<file path="src/rtl/fifo_serial_tx.sv">
// Drains 9-bit words from a FIFO through a one-word holding register and sends each one as a
// serial frame: start bit, LSB-first data, even parity, stop bit.
module fifo_serial_tx #(
  parameter int DW           = 9,
  parameter int CLKS_PER_BIT = 4,
  parameter int CNT_W        = 16
) (
  input  logic             clock,
  input  logic             reset,
  input  logic             pin,
  input  logic [DW-1:0]    din,
  output logic             rd,
  output logic             sout,
  output logic             busy,
  output logic [CNT_W-1:0] frames
);

  localparam int BW = (DW > 1) ? $clog2(DW) : 1;

  localparam logic [2:0] IDLE   = 3'd0;
  localparam logic [2:0] START  = 3'd1;
  localparam logic [2:0] DATA   = 3'd2;
  localparam logic [2:0] PARITY = 3'd3;
  localparam logic [2:0] STOP   = 3'd4;

  localparam logic [7:0]    CNT_LAST = 8'(CLKS_PER_BIT - 1);
  localparam logic [BW-1:0] BIT_LAST = BW'(DW - 1);

  logic [2:0]       state_q, state_d;
  logic [7:0]       clk_cnt_q, clk_cnt_d;
  logic [BW-1:0]    bit_idx_q, bit_idx_d;
  logic [DW-1:0]    sh_q, sh_d;
  logic             par_q, par_d;
  logic [DW-1:0]    hold_q, hold_d;
  logic             hold_v_q, hold_v_d;
  logic             sout_q, sout_d;
  logic [CNT_W-1:0] frames_q, frames_d;
  logic             last_cnt;
  logic             load;

  assign rd     = ~hold_v_q;
  assign sout   = sout_q;
  assign busy   = (state_q != IDLE) || hold_v_q;
  assign frames = frames_q;

  always_comb begin
    state_d   = state_q;
    clk_cnt_d = clk_cnt_q;
    bit_idx_d = bit_idx_q;
    sh_d      = sh_q;
    par_d     = par_q;
    hold_d    = hold_q;
    hold_v_d  = hold_v_q;
    frames_d  = frames_q;
    load      = 1'b0;
    last_cnt  = (clk_cnt_q == CNT_LAST);

    case (state_q)
      IDLE: begin
        if (hold_v_q) load = 1'b1;
      end
      START: begin
        if (last_cnt) begin
          state_d   = DATA;
          clk_cnt_d = 8'd0;
          bit_idx_d = '0;
        end else begin
          clk_cnt_d = clk_cnt_q + 8'd1;
        end
      end
      DATA: begin
        if (last_cnt) begin
          clk_cnt_d = 8'd0;
          sh_d      = sh_q >> 1;
          if (bit_idx_q == BIT_LAST) state_d = PARITY;
          else                       bit_idx_d = bit_idx_q + 1'b1;
        end else begin
          clk_cnt_d = clk_cnt_q + 8'd1;
        end
      end
      PARITY: begin
        if (last_cnt) begin
          state_d   = STOP;
          clk_cnt_d = 8'd0;
        end else begin
          clk_cnt_d = clk_cnt_q + 8'd1;
        end
      end
      STOP: begin
        if (last_cnt) begin
          frames_d  = frames_q + CNT_W'(1);
          clk_cnt_d = 8'd0;
          // A waiting word goes straight into START so back-to-back frames have no idle gap.
          if (hold_v_q) load = 1'b1;
          else          state_d = IDLE;
        end else begin
          clk_cnt_d = clk_cnt_q + 8'd1;
        end
      end
      default: begin
        state_d   = IDLE;
        clk_cnt_d = 8'd0;
      end
    endcase

    if (load) begin
      sh_d      = hold_q;
      par_d     = ^hold_q;
      hold_v_d  = 1'b0;
      state_d   = START;
      clk_cnt_d = 8'd0;
    end

    // rd is low whenever hold_v is set, so an accept never collides with a load.
    if (pin && rd) begin
      hold_d   = din;
      hold_v_d = 1'b1;
    end

    // The line level is derived from the next state so sout is a clean flop output.
    case (state_d)
      IDLE:    sout_d = 1'b1;
      START:   sout_d = 1'b0;
      DATA:    sout_d = sh_d[0];
      PARITY:  sout_d = par_d;
      default: sout_d = 1'b1;
    endcase
  end

  always_ff @(posedge clock or negedge reset) begin
    if (!reset) begin
      state_q   <= IDLE;
      clk_cnt_q <= 8'd0;
      bit_idx_q <= '0;
      sh_q      <= '0;
      par_q     <= 1'b0;
      hold_q    <= '0;
      hold_v_q  <= 1'b0;
      sout_q    <= 1'b1;
      frames_q  <= '0;
    end else begin
      state_q   <= state_d;
      clk_cnt_q <= clk_cnt_d;
      bit_idx_q <= bit_idx_d;
      sh_q      <= sh_d;
      par_q     <= par_d;
      hold_q    <= hold_d;
      hold_v_q  <= hold_v_d;
      sout_q    <= sout_d;
      frames_q  <= frames_d;
    end
  end

endmodule

</file>
<file path="config.mk">
export PLATFORM = sky130hd
export DESIGN_NAME = fifo_serial_tx
export DESIGN_NICKNAME = d
export VERILOG_FILES = /design/src/rtl/fifo_serial_tx.sv
export SDC_FILE = /design/constraint.sdc
export NUM_CORES = 1
export LEC_CHECK = 0
export CAP_MARGIN = 10
export CORE_ASPECT_RATIO = 0.9
export CORE_MARGIN = 3
export CORE_UTILIZATION = 55
export CTS_CLUSTER_SIZE = 28
export DETAILED_ROUTE_END_ITERATION = 6
export PLACE_DENSITY = 0.82
export SETUP_SLACK_MARGIN = 0.05
export SLEW_MARGIN = 20
export SYNTH_ARGS = -nofsm -noshare
export SYNTH_HDL_FRONTEND = slang
export SYNTH_SLANG_ARGS = --single-unit
</file>
<file path="constraint.sdc">
create_clock -name clock -period 2.39 [get_ports clock]
set_input_delay 0.478 -clock clock [delete_from_list [all_inputs] [get_ports clock]]
set_output_delay 0.478 -clock clock [all_outputs]
set_load 0.005 [all_outputs]
</file>
==> reports/summary.md, run 1 <==
For this design the static power due to leakage is 1.40 nW. Setup repair after global routing left no endpoint under its margin. Along the worst path, the maximum fanout reaches 8. The finished layout holds 343 standard cells, fillers aside. For the worst setup path, the data arrival time is 1.72 ns. The dominant cell type by area after synthesis is dfrtp_1. On the worst path, the slowest cell contributes a delay of 0.49 ns.

Clock tree synthesis found a total of 52 sinks. The tool flagged a number of max-cap violations equal to 0. Number of nets produced by synthesis: 258. After filler insertion, the fill cell instance count of the layout stands at 353. For the total power draw, the log shows 0.00336 W. The logs give 0 for the number of gates resized after CTS and 0.0515 for the met3 capacity usage during global routing. After detailed routing, the average wire length per cell comes to 16.0 um. Post-layout minimum cycle time: 2.20 ns.

Counting flops and latches in the post-synthesis netlist gives 52. The clock edge transition at the registers on the reported setup and hold paths is 0.09 ns, and the antenna cell count is 0. Dominant combinational cell family by area after synthesis: simple AND/OR/NAND/NOR gates. At the pin with the least slew margin, the transition time is 0.562 ns.

The clock reaches the later pin of the worst-skew pair after 0.30 ns. The area fraction in compound gates after synthesis came out at 0.115. Setup violations remaining at the end of the flow were counted as 0. Effective utilization at floorplan: 0.582. The kind of end point of the critical path is a primary output. The worst slew margin relative to its limit was 0.625. The met1 track demand over resource in global routing was 0.300. The run gives 0 ns as the post-route setup TNS.

The max-slew violation count is 0, and the worst endpoint required time is 1.91 ns. The final route contains 2025 vias. The die covers 5680 um^2. The total setup buffers inserted after CTS came out at 0. Detailed placement finished with a half-perimeter wire length of 4000 um. Counting both buffers and inverters, the worst setup path holds a total of 2.

Relative to the synthesized area, the layout overhead comes to 20.4%. The first global-routing pass estimated 9480 um of wire. In this run the cell area of the synthesized design comes to 2650 um^2. The slowest stage of the critical path belongs to the cell dfrtp_1. The period utilization is 0.921, and the site row count is 23. The initial antenna violation count was 0; the number of nets in the layout was 297. Using the TritonRoute via totals, the vias-per-cell ratio works out to 5.90. The ratio of cells with drive above 1 in the final layout was 0.146; the fraction of synthesized cell area taken by the top area cell type was 0.482. Family with the most delay on the worst path: buffers and inverters.

The overall die height was 71.8 um; the mux share of post-synthesis cell area was 0.0544. The ratio of total power to cell area is 1050 nW/um^2. TritonCTS built the clock tree.

The clock passes through at most 2 buffers. The setup skew after layout is 0.0130 ns, and the proportion of synthesized flip-flops having asynchronous set or reset is 1.00. Summing all flip-flop and latch instances after layout gives 1300 um^2. For this run, design rule violations remaining after detail routing come to 0.

dfrtp_1 is the most common cell in the netlist. By startpoint and endpoint, the worst setup path is classified as register to primary output. The H-tree was split into 2 levels.

The run gives 0.884 as the global placer's final weighted congestion. The signal on the critical path passes through nor4_1, inv_1, clkdlybuf4s50_1. The global-route track usage on met2 was 0.328. The tools report the highest attainable clock frequency as 0.454 GHz. The number of different library cells used by synthesis comes to 53. The basic-gate share of the synthesized area counting and, or, nand and nor cells works out to 0.190. The iteration-0 DRC count of the detailed router came out at 198.

The logs give 5480 um for the overall routed net length and 0 for the count of nets left with antenna violations after detail routing. The combined global-route utilization of all metal layers came out at 0.210. The layer flagged by global routing as most heavily used is met2. Synthesized area per cell: 10.9 um^2. The top flip-flop cell by instance count after synthesis is dfrtp_1.

Synthesis produced 242 cells. Overflow left after global routing: 0. The synthesized-area fraction occupied by xor and xnor cells works out to 0.101. VDD sags by at most 412 uV. For the via count of the first global-routing pass, the log shows 1958. By area the synthesized netlist is led by dfrtp_1, xnor2_1, mux2_2.

31 I/O pins were placed. The number of port buffers is 30, and the die span in x is 79.1 um. The run finished with clean final reports. The worst setup path is launched from a register.

The total number of yosys warnings was 0; the fraction of the mapped netlist area in adder cells was 0.0189. The class of the tightest hold or removal check is primary input to asynchronous set/reset pin. The number of clock buffers added by TritonCTS is 5. Once placement completed, the tool counted placed cells totaling 336. In the synthesized netlist, the cells that appear most often are dfrtp_1, nor2_1, xnor2_1. The logs give 0.492 for the fraction of the yosys area taken by sequential cells and 4 for the first-pass iteration count of the detailed router. The number of synthesized flops with an enable pin works out to 0. The number of hold violations in the final report came out at 0. In this run the standard cell core region covers 4550 um^2. Entering global routing, the biggest net connects 26 pins. The reg2reg setup slack was 0.40 ns. Clock tree synthesis selected as its root buffer the cell clkbuf_8. Hold repair after CTS inserted 0 buffers. In the final layout, the multi-input gates occupy 1270 um^2.
-- sequential cells by signal, summed over array words and instances (netlist names), 3 cells and up --
signal     cells
clk_cnt_q      8
hold_q         9
sh_q           9
frames        16
bit_idx_q      4
state_q        3
-- worst register-to-register path, stage by stage, from the launching register on --
cell	delay (ns)
dfrtp_1	0.39
ha_1	0.23
nor3b_1	0.20
buf_4	0.21
a21boi_1	0.10
nor2_2	0.39
mux2_2	0.39
-- logic make-up (layout without fill, tap and decap cells) --
family,after synthesis,count (layout)
and+or+nand+nor,86,86
xor gates and xnor gates,29,29
DFF,52,52
buffers and inverters,19,58
AOI/OAI and AO/OA,39,39
muxes,13,13
adders and majority gates,4,4
-- placed cells by master (no fill, tap or decap), drive strengths merged, types with 2 or more instances in the layout --
| master | n |
|---|---|
| mux2 | 11 |
| xnor2 | 15 |
| nand3 | 13 |
| nor2 | 18 |
| nand2 | 12 |
| o21ai | 7 |
| mux2i | 2 |
| ha | 4 |
| clkbuf | 5 |
| o2bb2ai | 2 |
| a22oi | 2 |
| clkdlybuf4s50 | 29 |
| buf | 10 |
| nor3b | 4 |
| inv | 12 |
| a221o | 7 |
| a21oi | 5 |
| dfrtp | 51 |
| xor2 | 13 |
| nor3 | 11 |
| and3 | 2 |
| and4 | 2 |
| nand4 | 5 |
| o41ai | 3 |
| and2 | 6 |
| bufinv | 2 |
| o31ai | 3 |
| nor4 | 5 |
-- layer usage --
| metal | wire (um) | share of wire |
|---|---|---|
| met5 | 0 | 0 |
| met4 | 57 | 0.010 |
| met3 | 300 | 0.055 |
| met2 | 2620 | 0.48 |
| met1 | 2510 | 0.46 |
-- worst paths after layout --
path                                    from      endpoint  depth (start not counted)
max in group asynchronous              reset  bit_idx_q[2]                          2
worst max-delay path                hold_v_q          busy                          3
min in group clock                frames[15]    frames[15]                          1
worst max register to register  clk_cnt_q[0]         par_q                          6
worst min-delay path                   reset       sh_q[1]                          1
worst min register to register    frames[15]    frames[15]                          1
-- layout make-up --
type	instances	area share
multi-input cells	171	0.398
repair buffers	39	0.114
clock buffers	5	0.0216
clock inverters	2	0.0189
well taps	62	0.0244
inverters	12	0.0141
flip-flops and latches	52	0.409
-- power breakdown --
| part | switching, W | internal [W] |
|---|---|---|
| Clock | 0.000273 | 0.000412 |
| Sequential | 0.000233 | 0.00115 |
| Combinational | 0.000618 | 0.000674 |
| Total | 0.00112 | 0.00223 |
-- through the flow --
| step | instance area [um^2] | utilization | setup WS [ns] | hold slack (ns) |
|---|---|---|---|---|
| 2_1_floorplan | 2650 | - | 0.555 | 0.182 |
| 3_3_place_gp | 3060 | 0.672 | 0.470 | 0.370 |
| 3_5_place_dp | 3060 | 0.672 | 0.389 | 0.371 |
| 4_1_cts | 3190 | 0.701 | 0.183 | 0.0487 |
| 5_1_grt | 3190 | 0.701 | 0.0782 | 0.0443 |
| 6_report | 3190 | 0.701 | 0.189 | 0.0427 |
Note: power is estimated with default switching activity, not from simulation.
==> inputs of run 2 (changes only) <==
--- a/config.mk
+++ b/config.mk
@@ -8,10 +8,10 @@
 export CAP_MARGIN = 10
 export CORE_ASPECT_RATIO = 0.9
 export CORE_MARGIN = 3
-export CORE_UTILIZATION = 55
+export CORE_UTILIZATION = 45
 export CTS_CLUSTER_SIZE = 28
 export DETAILED_ROUTE_END_ITERATION = 6
-export PLACE_DENSITY = 0.82
+export PLACE_DENSITY = 0.69
 export SETUP_SLACK_MARGIN = 0.05
 export SLEW_MARGIN = 20
 export SYNTH_ARGS = -nofsm -noshare
==> reports/summary.md, run 2 (synthesized netlist as in run 1, its figures left out) <==
The first-pass GRT wire length is 9080 um (-4.2%). The run gives 0 (unchanged) as the number of endpoints failing setup at the final stage. The worst setup path is captured at a primary output.

The run gives 0.670 (+0.0452) as the worst slew margin relative to its limit. The initial antenna violation count is 0 (unchanged). The data arrival time at the worst-slack endpoint was 1.70 ns (-0.02 ns). The flow ran to the end, and the final reports show no timing, DRC or antenna violations.

Setup repair after global routing left no endpoint under its margin. The die span in x is 86.8 um (+9.8%), and the count of nets left with antenna violations after detail routing is 0 (unchanged). The family with the most delay on the worst path is buffers and inverters.

The number of clock sinks seen by CTS was 52 (unchanged). Leaving out fill and tap cells, the most frequent cells in the layout are dfrtp_1, clkdlybuf4s50_1, nor2_1. The logic depth of the worst setup path including buffers is 4 (+1), and the placed cell count is 341 (+1.5%). The run gives 1939 (-0.97%) as the via count of the first global-routing pass. The tools report the final non-filler cell total as 349 (+1.7%). Walking the worst path, the cells encountered are nor4_1, buf_4, inv_1, clkdlybuf4s50_1.

Number of port buffers: 30 (unchanged). The area enclosed by the die boundary was 6840 um^2 (+20%). For the setup skew after layout, the log shows 0.00469 ns (-0.00831 ns).

The logs give 0.167 (-0.0424) for the combined global-route utilization of all metal layers and 0 (unchanged) for the max-slew violation count. The maximum level of the CTS H-tree is 2 (unchanged), and the period utilization is 0.912 (-0.00866). The critical path is of the register to primary output type. The antenna cell count was 0 (unchanged); the number of cell instances on the worst register-to-register path was 5 (-1). For the overall routed net length, the log shows 5290 um (-3.5%).

The global placer's final weighted congestion is 0.843 (-4.6%). For the via count of the routed design, the log shows 1912 (-5.6%). For the first-pass iteration count of the detailed router, the log shows 4 (unchanged). The iteration-0 DRC count of the detailed router was 149 (-25%); the delay of the slowest cell on the worst path was 0.44 ns (-0.05 ns). The number of hold violations in the final report is 0 (unchanged), and the number of buffer and inverter stages on the critical path is 3 (+1). The standard cell core area was 5470 um^2 (+20%). The number of nets in the layout is 297 (unchanged). The number of DRC violations after detailed routing is 0 (unchanged).

The run gives 5 (unchanged) as the TritonCTS buffer count. Highest attainable clock frequency: 0.459 GHz (+0.95%). The peak supply drop is 587 uV (+42%). The worst endpoint required time came out at 1.91 ns (about the same). The actual slew at the worst max-slew pin was 0.494 ns (-0.0676 ns); the flip-flop count of the largest register after layout was 16 (unchanged). The logs give 0 (unchanged) for the number of gates resized after CTS and 0.483 (-0.0985) for the effective utilization at floorplan. For the post-route setup TNS, the log shows 0 ns (unchanged). The logs give 25 (+8.7%) for the site row count and 0.31 ns (about the same) for the clock insertion delay at the later pin of the skew report.

The detail-routed via count per cell was 5.48 (-7.2%); the filler cell count was 463 (+31%). The number of max-cap violations is 0 (unchanged). Ratio of cells with drive above 1 in the final layout: 0.145 (-0.000517). The maximum number of buffers from clock root to sink was 2 (unchanged); the static leakage power was 1.38 nW (-1.3%). The tools report the pin count of the biggest net entering global routing as 53 (+100%).

The total I/O pin count is 31 (unchanged). The ratio of total power to cell area works out to 997 nW/um^2 (-5.3%). The post-layout minimum cycle time was 2.18 ns (-0.0207 ns). The reg2reg setup slack was 0.38 ns (-0.02 ns).

The tools report the detailed placement HPWL as 3750 um (-6.2%). Cell with the largest stage delay on the worst path: clkdlybuf4s50_1. Overall die height: 78.7 um (+9.7%). The class of the tightest hold or removal check was primary input to asynchronous set/reset pin. The hold buffer count at CTS was 0 (unchanged). The library cell used as clock root buffer is clkbuf_8. The worst setup path is launched from a register. TritonCTS built the clock tree. The library cell used most frequently in the layout, excluding fill and tap cells, is dfrtp_1. The overflow left after global routing is 0 (unchanged), and the area growth from synthesis to layout is 19.6%. Total setup buffers inserted after CTS: 0 (unchanged). The wire length per cell after detailed routing came out at 15.2 um (-5.1%).

The maximum fanout along the worst path is 6 (-2), and the clock edge transition at the registers on the reported setup and hold paths is 0.09 ns (about the same).
run 2: power by group:
group          leakage, nW  switching (W)  total [W]  internal, W
combinational        0.671       0.000612    0.00129     0.000681
clock               0.0414       0.000287   0.000496     0.000209
sequential           0.665       0.000222    0.00137      0.00115
run 2: metrics by stage:
stage                     instance area [um^2]  total power, W  utilization  setup WS [ns]  hold WS (ns)
after floorplan                           2650         0.00232            -          0.555         0.182
after global placement                    3080         0.00266        0.562          0.453         0.461
after detailed placement                  3080         0.00268        0.562          0.393         0.462
after CTS                                 3160         0.00319        0.578          0.203         0.155
after global routing                      3160         0.00339        0.578          0.124         0.168
final                                     3160         0.00316        0.578          0.210         0.146
run 2: metal layers:
metal,global-route usage,share of wire,vias to the layer above
li1,-,-,950
met1,0.251,0.52,907
met2,0.242,0.43,47
met3,0.0332,0.042,8
met4,0.0514,0.015,0
met5,0,0,-
run 2: cell type report:
class	count	area [um^2]	share of cell area
repair buffers	39	375	0.119
well taps	67	83.8	0.0265
multi-input cells	171	1270	0.401
clock inverters	2	16.3	0.00514
flip-flops and latches	52	1300	0.412
inverters	12	45.0	0.0142
clock buffers	6	72.6	0.0229
run 2: worst paths after layout:
| kind | endpoint | start |
|---|---|---|
| worst max-delay path | busy | state_q[2] |
| worst min-delay path | clk_cnt_q[7] | reset |
| worst max register to register | sh_q[4] | clk_cnt_q[0] |
| worst min register to register | frames[15] | frames[15] |
| max in group asynchronous | sout | reset |
| min in group clock | frames[15] | frames[15] |
==> inputs of run 3 (changes only) <==
--- a/config.mk
+++ b/config.mk
@@ -9,6 +9,7 @@
 export CORE_ASPECT_RATIO = 0.9
 export CORE_MARGIN = 3
 export CORE_UTILIZATION = 45
+export CTS_BUF_LIST = sky130_fd_sc_hd__clkbuf_4
 export CTS_CLUSTER_SIZE = 28
 export DETAILED_ROUTE_END_ITERATION = 6
 export PLACE_DENSITY = 0.69
==> reports/summary.md, run 3 (synthesized netlist as in run 1, its figures left out) <==
First-pass GRT wire length: 9040 um (-0.45%). The total power draw was 0.00306 W (-3.0%); the actual slew at the worst max-slew pin was 0.492 ns (-0.00168 ns). Overall die height: 78.7 um (unchanged). The worst slew margin relative to its limit is 0.671 (+0.00113). In the layout the commonest cells are dfrtp_1, clkdlybuf4s50_1, nor2_1. The wire length per cell after detailed routing was 15.0 um (-0.79%). The overflow left after global routing is 0 (unchanged), and the combined global-route utilization of all metal layers is 0.165 (-0.00221). Detailed placement HPWL: 3750 um (unchanged). For the placed cell count, the log shows 341 (unchanged).

The post-layout minimum cycle time was 2.25 ns (+0.0711 ns); the number of cell instances on the worst register-to-register path was 5 (unchanged). For the worst hold slack across all endpoints, the log shows 0.0786 ns (-0.0672 ns). TritonCTS built the clock tree.

The number of gates resized after CTS is 0 (unchanged), and the max-slew violation count is 0 (unchanged). The number of clock sinks seen by CTS came out at 52 (unchanged). The clock edge transition at the registers on the reported setup and hold paths is 0.14 ns (+0.05 ns), and the setup skew after layout is 0.0113 ns (+0.00661 ns).

The kind of end point of the critical path is a primary output. Ratio of total power to cell area: 973 nW/um^2 (-2.4%). Highest metal layer used by the detailed router: met4. The total met2 wirelength after detailed routing is 2290 um (+1.2%), and the hold buffer count at CTS is 0 (unchanged). The logs give 591 uV (+0.79%) for the peak supply drop and 5260 um (-0.51%) for the overall routed net length.

The tools report the area enclosed by the die boundary as 6840 um^2 (unchanged). The maximum fanout along the worst path works out to 4 (-2). The run gives 138 (-7.4%) as the iteration-0 DRC count of the detailed router. The antenna cell count was 0 (unchanged); the number of DRC violations after detailed routing was 0 (unchanged). Kind of start point of the critical path: a register. The run gives 0 (unchanged) as the initial antenna violation count. The period utilization was 0.942 (+0.0298); the total I/O pin count was 31 (unchanged).

For the reg2reg setup slack, the log shows 0.39 ns (about the same). The logs give 53 (unchanged) for the pin count of the biggest net entering global routing and 298 (+0.34%) for the number of nets in the layout. The detail-routed via count per cell is 5.47 (about the same), and the count of nets left with antenna violations after detail routing is 0 (unchanged).

For the highest attainable clock frequency, the log shows 0.444 GHz (-3.2%). The global placer's final weighted congestion is 0.843 (unchanged), and the total setup buffers inserted after CTS is 0 (unchanged). The via count of the first global-routing pass is 1942 (+0.15%). In this run the clock root is driven by a clkbuf_4. The number of port buffers works out to 30 (unchanged). The maximum number of buffers from clock root to sink is 2 (unchanged).

The filler cell count came out at 464 (+0.22%). The instance area after placement was 3080 um^2 (unchanged). Setup repair after global routing left no endpoint under its margin. The critical path starts at state_q[2]. Site row count: 25 (unchanged).

Standard cell core area: 5470 um^2 (unchanged). For the post-route setup TNS, the log shows 0 ns (unchanged). The tools report the total length of routed met3 wires as 219 um (-0.45%). The data arrival time at the worst-slack endpoint came out at 1.77 ns (+0.07 ns).

The min-delay analysis places its worst path in the category primary input to asynchronous set/reset pin. The cell area after layout came out at 3140 um^2 (-0.63%). The tools report the maximum level of the CTS H-tree as 2 (unchanged). End of the worst register-to-register path: sh_q[3]. The critical path class is register to primary output. The effective utilization at floorplan is 0.483 (unchanged). The number of hold violations in the final report was 0 (unchanged); the static leakage power was 1.37 nW (-0.30%).

The tools report the met1 wire length as 2720 um (-0.33%). The run finished with clean final reports. The TritonCTS buffer count was 5 (unchanged); the area growth from synthesis to layout was 18.9%. The worst endpoint required time came out at 1.91 ns (about the same).

The ratio of cells with drive above 1 in the final layout is 0.152 (+0.00655). The number of max-cap violations was 0 (unchanged); the die span in x was 86.8 um (unchanged). The via count of the routed design came out at 1916 (+0.21%).

The most frequent standard cell in the layout excluding fill and tap cells was dfrtp_1. The tools report the final non-filler cell total as 350 (+0.29%). The first-pass iteration count of the detailed router came out at 4 (unchanged). The flip-flop count of the largest register after layout was 16 (unchanged). The tools report the number of endpoints failing setup at the final stage as 0 (unchanged). The startpoint identified for the worst register-to-register timing path is clk_cnt_q[0]. The tools report the clock insertion delay at the later pin of the skew report as 0.36 ns (+0.05 ns).
[run 3: cell count changes in the layout (fill, tap and decap cells not counted), sizes merged]
cell  change
buf       +1
[run 3: layer usage]
metal | vias up | GRT usage
met4 | 0 | 0.0327
met5 | - | 0
met3 | 5 | 0.0363
met1 | 916 | 0.250
met2 | 42 | 0.243
li1 | 953 | -
[run 3: worst max-delay path by stage]
stage                         end  slack (ns)  cells after the start
after floorplan           sh_q[1]        0.56                      5
after global placement    sh_q[4]        0.45                      5
after detailed placement  sh_q[7]        0.39                      5
after CTS                    busy        0.12                      4
after global routing         busy        0.06                      4
final                        busy        0.14                      4
[run 3: layout make-up]
class	count	area [um^2]	area share
sequential	52	1300	0.414
multi-input combinational	171	1270	0.404
timing repair buffer	40	383	0.122
tap	67	83.8	0.0267
clock buffer	6	45.0	0.0143
inverter	12	45.0	0.0143
clock inverter	2	16.3	0.00517
[run 3: worst max-delay path, stage by stage, from the launching register on]
cell             delay, ns
dfrtp_1               0.41
nor4_1                0.30
buf_4                 0.19
inv_1                 0.07
clkdlybuf4s50_1       0.44
[run 3: report_power, final]
group | internal (W) | leakage [nW] | switching [W]
Combinational | 0.000683 | 0.677 | 0.000610
Clock | 0.000129 | 0.0319 | 0.000271
Sequential | 0.00114 | 0.665 | 0.000223
Total | 0.00196 | 1.37 | 0.00110
[run 3: per-stage QoR]
| stage | utilization | setup slack, ns |
|---|---|---|
| 2_1_floorplan | - | 0.555 |
| 3_3_place_gp | 0.562 | 0.453 |
| 3_5_place_dp | 0.562 | 0.393 |
| 4_1_cts | 0.573 | 0.122 |
| 5_1_grt | 0.574 | 0.0620 |
| 6_report | 0.574 | 0.139 |
